==> src/rtl/gmii_pkg.sv <==
// Shared types, constants and CRC helper for the GMII transmit path.
// Optional FCS generation is enabled with GMII_TX_CRC_EN.
package gmii_pkg;

  typedef enum logic [2:0] {
    S_IDLE,
    S_PRE,
    S_SFD,
    S_DATA,
    S_FCS,
    S_IFG
  } state_t;

  localparam logic [7:0]  PREAMBLE_BYTE = 8'h55;
  localparam logic [7:0]  SFD_BYTE      = 8'hD5;
  localparam int          PREAMBLE_LEN  = 7;
  localparam logic [31:0] CRC32_POLY    = 32'hEDB88320;

  // Reflected CRC-32, one byte per call
  function automatic logic [31:0] crc32_byte(
    input logic [31:0] crc,
    input logic [7:0]  data
  );
    logic [31:0] c;
    c = crc ^ {24'h0, data};
    for (int i = 0; i < 8; i++) begin
      c = c[0] ? ((c >> 1) ^ CRC32_POLY) : (c >> 1);
    end
    return c;
  endfunction

endpackage

==> src/rtl/gmii_crc32.sv <==
// Running CRC-32 over the frame data bytes.
// Instantiated only when GMII_TX_CRC_EN is defined.
module gmii_crc32
  import gmii_pkg::*;
(
  input  logic        clk,
  input  logic        rst_n,
  input  logic        init,
  input  logic        en,
  input  logic [7:0]  data,
  output logic [31:0] crc
);

  always_ff @(posedge clk or negedge rst_n) begin
    if (!rst_n) begin
      crc <= 32'hFFFF_FFFF;
    end else if (init) begin
      crc <= 32'hFFFF_FFFF;
    end else if (en) begin
      crc <= crc32_byte(crc, data);
    end
  end

endmodule

==> src/rtl/gmii_tx_arbiter.sv <==
// Round-robin GMII TX arbiter with preamble/SFD, IFG and underrun flagging.
// Define GMII_TX_CRC_EN to append a generated FCS to each frame.
module gmii_tx_arbiter
  import gmii_pkg::*;
#(
  parameter int NUM_REQ    = 2,
  parameter int IFG_CYCLES = 12
) (
  input  logic                 gmii_tx_clk,
  input  logic                 rst_n,
  input  logic                 tx_enable,
  input  logic [NUM_REQ-1:0]   req_valid,
  input  logic [NUM_REQ*8-1:0] req_data,
  input  logic [NUM_REQ-1:0]   req_last,
  output logic [NUM_REQ-1:0]   req_ready,
  output logic [7:0]           gmii_txd,
  output logic                 gmii_tx_en,
  output logic                 gmii_tx_er,
  output logic [2:0]           grant_id,
  output logic                 busy,
  output logic                 frame_done
);

  localparam int IFG_W = $clog2(IFG_CYCLES + 1);

  state_t           state, nxt;
  logic [2:0]       pre_cnt;
  logic [IFG_W-1:0] ifg_cnt;
  logic [2:0]       ptr;
  logic             cur_valid, cur_last;
  logic [7:0]       cur_data;
  logic             found, ifg_last, decide, take;
  logic [2:0]       pick;
  logic [7:0]       d_txd;
  logic             d_en, d_er, d_done;

  always_comb begin
    cur_valid = 1'b0;
    cur_last  = 1'b0;
    cur_data  = 8'h00;
    for (int i = 0; i < NUM_REQ; i++) begin
      if (grant_id == 3'(i)) begin
        cur_valid = req_valid[i];
        cur_last  = req_last[i];
        cur_data  = req_data[8*i +: 8];
      end
    end
  end

  // Search starts one past the pointer and wraps
  always_comb begin
    found = 1'b0;
    pick  = ptr;
    for (int k = 1; k <= NUM_REQ; k++) begin
      for (int j = 0; j < NUM_REQ; j++) begin
        if (!found && req_valid[j] &&
            ((int'(ptr) + k == j) ||
             (int'(ptr) + k == j + NUM_REQ))) begin
          found = 1'b1;
          pick  = 3'(j);
        end
      end
    end
  end

  assign ifg_last = (ifg_cnt == IFG_W'(IFG_CYCLES - 1));
  assign decide   = (state == S_IDLE) ||
                    ((state == S_IFG) && ifg_last);
  assign take     = decide && tx_enable && found;
  assign busy     = (state != S_IDLE);

  always_comb begin
    req_ready = '0;
    if (state == S_DATA) begin
      for (int i = 0; i < NUM_REQ; i++) begin
        req_ready[i] = (grant_id == 3'(i));
      end
    end
  end

`ifdef GMII_TX_CRC_EN
  logic [31:0] crc;
  logic [1:0]  fcs_cnt;
  logic        underrun;
  logic [7:0]  fcs_byte;

  gmii_crc32 u_crc (
    .clk   (gmii_tx_clk),
    .rst_n (rst_n),
    .init  (state == S_SFD),
    .en    ((state == S_DATA) && cur_valid),
    .data  (cur_data),
    .crc   (crc)
  );

  assign fcs_byte = 8'(~crc >> {fcs_cnt, 3'b000});

  always_ff @(posedge gmii_tx_clk or negedge rst_n) begin
    if (!rst_n) begin
      fcs_cnt  <= 2'd0;
      underrun <= 1'b0;
    end else begin
      fcs_cnt <= (state == S_FCS) ? fcs_cnt + 2'd1 : 2'd0;
      if (state == S_SFD) begin
        underrun <= 1'b0;
      end else if ((state == S_DATA) && !cur_valid) begin
        underrun <= 1'b1;
      end
    end
  end
`endif

  always_comb begin
    nxt    = state;
    d_txd  = 8'h00;
    d_en   = 1'b0;
    d_er   = 1'b0;
    d_done = 1'b0;
    unique case (state)
      S_IDLE: if (take) nxt = S_PRE;
      S_PRE: begin
        d_txd = PREAMBLE_BYTE;
        d_en  = 1'b1;
        if (pre_cnt == 3'(PREAMBLE_LEN - 1)) nxt = S_SFD;
      end
      S_SFD: begin
        d_txd = SFD_BYTE;
        d_en  = 1'b1;
        nxt   = S_DATA;
      end
      S_DATA: begin
        d_en = 1'b1;
        if (cur_valid) begin
          d_txd = cur_data;
          if (cur_last) begin
`ifdef GMII_TX_CRC_EN
            nxt = S_FCS;
`else
            nxt    = S_IFG;
            d_done = 1'b1;
`endif
          end
        end else begin
          d_er = 1'b1;
        end
      end
      S_FCS: begin
`ifdef GMII_TX_CRC_EN
        d_txd = fcs_byte;
        d_en  = 1'b1;
        d_er  = underrun;
        if (fcs_cnt == 2'd3) begin
          nxt    = S_IFG;
          d_done = 1'b1;
        end
`else
        nxt = S_IDLE;
`endif
      end
      S_IFG: begin
        if (ifg_last) nxt = take ? S_PRE : S_IDLE;
      end
      default: nxt = S_IDLE;
    endcase
  end

  always_ff @(posedge gmii_tx_clk or negedge rst_n) begin
    if (!rst_n) begin
      state      <= S_IDLE;
      pre_cnt    <= 3'd0;
      ifg_cnt    <= '0;
      ptr        <= 3'(NUM_REQ - 1);
      grant_id   <= 3'd0;
      gmii_txd   <= 8'h00;
      gmii_tx_en <= 1'b0;
      gmii_tx_er <= 1'b0;
      frame_done <= 1'b0;
    end else begin
      state      <= nxt;
      pre_cnt    <= (state == S_PRE) ? pre_cnt + 3'd1 : 3'd0;
      ifg_cnt    <= (state == S_IFG) ? ifg_cnt + 1'b1 : '0;
      if (take) begin
        ptr      <= pick;
        grant_id <= pick;
      end
      gmii_txd   <= d_txd;
      gmii_tx_en <= d_en;
      gmii_tx_er <= d_er;
      frame_done <= d_done;
    end
  end

endmodule

==> config.mk <==
export PLATFORM = sky130hd
export DESIGN_NAME = gmii_tx_arbiter
export DESIGN_NICKNAME = d
export VERILOG_FILES = /design/src/rtl/gmii_pkg.sv /design/src/rtl/gmii_crc32.sv /design/src/rtl/gmii_tx_arbiter.sv
export SDC_FILE = /design/constraint.sdc
export NUM_CORES = 1
export LEC_CHECK = 0
export BUFFER_PORTS_ARGS = -buffer_cell sky130_fd_sc_hd__buf_2
export CELL_PAD_IN_SITES_DETAIL_PLACEMENT = 0
export CELL_PAD_IN_SITES_GLOBAL_PLACEMENT = 2
export CORE_MARGIN = 2
export CORE_UTILIZATION = 33
export CTS_BUF_LIST = sky130_fd_sc_hd__clkbuf_8
export DETAILED_ROUTE_END_ITERATION = 7
export PLACE_DENSITY_LB_ADDON = 0.1
export SETUP_SLACK_MARGIN = 0.4
export SYNTH_ARGS = -nofsm -noshare
export SYNTH_HDL_FRONTEND = slang
export SYNTH_SLANG_ARGS = --single-unit
==> constraint.sdc <==
create_clock -name gmii_tx_clk -period 2.09 [get_ports gmii_tx_clk]
set_input_delay 0.418 -clock gmii_tx_clk [delete_from_list [all_inputs] [get_ports gmii_tx_clk]]
set_output_delay 0.418 -clock gmii_tx_clk [all_outputs]
set_load 0.05 [all_outputs]
==> impl_metrics.yaml <==
route:
  routed_wl_um: 2160
  wire_per_inst_um: 11.9
  final_antenna_net_count: 0
  drc: 0
  vias_per_cell: 4.52
  drtPass1Iterations: 4
  drtIter0Drc: 17
  dr_total_vias: 823
final_layout:
  synthToLayoutAreaGrowth_pct: 28.8
  final_util: 0.457
  finalInstanceArea_um2: 1420
  nets: 165
  drive_gt1_frac: 0.420
  num_antenna_cells: 0
sta:
  slew_headroom: 0.660
  fin_crit_ns: 1.68
  finClkSkew_ns: 0.00407
  worst_pin_slew_ns: 0.511
  max_freq_mhz: 595
  final_max_slew_viol_count: 0
  setup_viol: 0
  setup_ws_ns: 0.410
  final.setup.tns_ns: 0
  holdWs_ns: 0.115
  finalCritPeriodShare: 0.804
  hold_viol: 0
  rsz0062_at_grt: "yes"
clocking:
  cts_buffers: 3
  htree_levels: 1
  clk_latency_ns: 0.26
  clockRootBuffer: "clkbuf_8"
  numClockSinks: 23
  cts_tree: "built"
  clkSlewWorstSetupHoldPaths_ns: 0.08
  cts_buffer_depth: 2
synthesis:
  yosysMostFrequentCell: "dfrtp_1"
  synth_edf_count: 0
  synth-seq-cells: 23
  avgSynthCellArea_um2: 11.2
  syn_area_um2: 1100
  synth_top_area_frac: 0.500
  synthTopCellsByCount: "dfrtp_1, nor2_1, mux2i_1"
  async_flop_share: 1.00
  synthFlopType: "dfrtp_1"
  synth_cell_types: 37
  synth.area.top_cells: "dfrtp_1, mux2i_1, nor2_1"
  ys_warn_count: 0
  synth.largest_area_cell: "dfrtp_1"
  syn_inst: 98
  yosysSeqAreaShare: 0.524
pwr:
  swShare: 0.447
  clkPwrFrac: 0.137
  cellPowerDensity_nw_per_um2: 1410
  power_leakage_nw: 0.695
  internal-power_mw: 1.10
  power_frac_comb: 0.500
  seqPwrFrac: 0.364
  irDropWorstVdd_uv: 553
  p_sw_mw: 0.891
flow_run:
  max-cap-violations: 0
critical_path:
  crit_path_end_kind: "output port"
  worstReg2RegEnd: "state[2]"
  cp_data_arrival_time_ns: 1.26
  r2r-start: "grant_id[0]"
  r2r_setup_slack_ns: 0.59
  cp_max_fo: 4
  crit_type: "flop to output port"
  crit_required_ns: 1.67
  start_kind: "flop"
  reg2reg_depth: 4
worst_hold_path:
  hp-class: "input pin to asynchronous set/reset pin"
grt:
  overflow: 0
  grt.total_usage: 0.119
  grt_pass1_wl_um: 3220
  antenna_found_initial: 0
  grt_pass1_vias: 751
  grt_max_degree: 24
floorplan:
  die_area_um2: 3810
  die_h_um: 61.8
  rows: 20
  start_util: 0.355
  boundaryPins: 40
  fp.dieW_um: 61.8
  core_um2: 3100
place:
  place.gp.congestion: 0.750
  hpwlAfterDp_um: 1590
  numPortBuffers: 37
  placedInstanceArea_um2: 1300
  place_ws_ns: 0.429
run_status:
  run_status: "completed"
-- cells by family after synthesis --
family                   synth area share
AND/OR/NAND/NOR                     0.144
flip-flops                          0.524
AO/OA/AOI/OAI                       0.113
buffers and inverters              0.0625
multiplexers                       0.0955
adder cells (fa/ha/maj)            0.0341
XOR/XNOR                           0.0239
other                             0.00341
-- placed cells by master (no fill, tap or decap), types with 2 or more instances in the layout --
master / n
dfrtp_2: 3
nor2_1: 10
nand2_1: 2
clkbuf_8: 3
conb_1: 2
o21ai_0: 5
nor3_1: 3
mux2i_1: 9
xnor2_1: 2
buf_4: 5
ha_1: 3
inv_1: 5
nor2_2: 2
dfrtp_1: 18
nand3_1: 4
buf_2: 34
buf_8: 2
nand3b_1: 2
a32o_1: 2
-- how the worst max path moves through the flow --
stage                           start      endpoint  slack [ns]  cells past startpoint
after floorplan           grant_id[0]  req_ready[0]        0.36                      3
after global placement       state[2]  req_ready[0]        0.45                      3
after detailed placement     state[2]  req_ready[0]        0.43                      3
after CTS                    state[2]  req_ready[0]        0.40                      3
after global routing         state[2]  req_ready[0]        0.36                      3
final                        state[0]          busy        0.41                      2
-- layout make-up --
class	count	area, um^2
Clock buffer	3	41.3
Multi-Input combinational cell	65	469
Fill cell	324	1690
Sequential cell	23	584
Clock inverter	1	3.75
Inverter	4	15.0
Tap cell	44	55.1
Timing Repair Buffer	42	249
-- critical path, stage by stage (launching register included) --
cell	delay (ns)
dfrtp_2	0.43
or3_4	0.41
buf_8	0.16
-- per-stage QoR --
stage               total power, mW  instances
floorplan                      1.48         99
global placement               1.64        173
detailed placement             1.65        173
CTS                            2.01        182
global route                   2.13        182
finish                         1.99        182
-- metal layers --
layer / vias to the layer above / global-route usage / wire length (um)
li1: 415 / - / -
met1: 387 / 0.148 / 963
met2: 19 / 0.192 / 1090
met3: 2 / 0.0248 / 92
met4: 0 / 0.0638 / 19
met5: - / 0 / 0
-- flip-flops by register name, summed over array words and instances, names as in the netlist --
signal      cells
frame_done      1
gmii_tx_en      1
gmii_txd        8
gmii_tx_er      1
ifg_cnt         4
pre_cnt         3
ptr             1
grant_id        1
state           3
-- power groups by stage --
stage,Combinational [mW],Sequential [mW],Clock [mW]
floorplan,0.558,0.927,0
global placement,0.865,0.771,0
detailed placement,0.872,0.775,0
CTS,0.996,0.731,0.278
global route,1.09,0.746,0.299
finish,0.996,0.725,0.272
-- what timing repair did --
| action | CTS | global route |
|---|---|---|
| pin swaps | 0 | 2 |
| setup endpoints to repair | 3 | 3 |
| gates resized for setup | 9 | 3 |
| setup buffers | 5 | 0 |
| hold buffers | 0 | 0 |
| cloned | 0 | 0 |
Power figures use the tool's default switching activity.
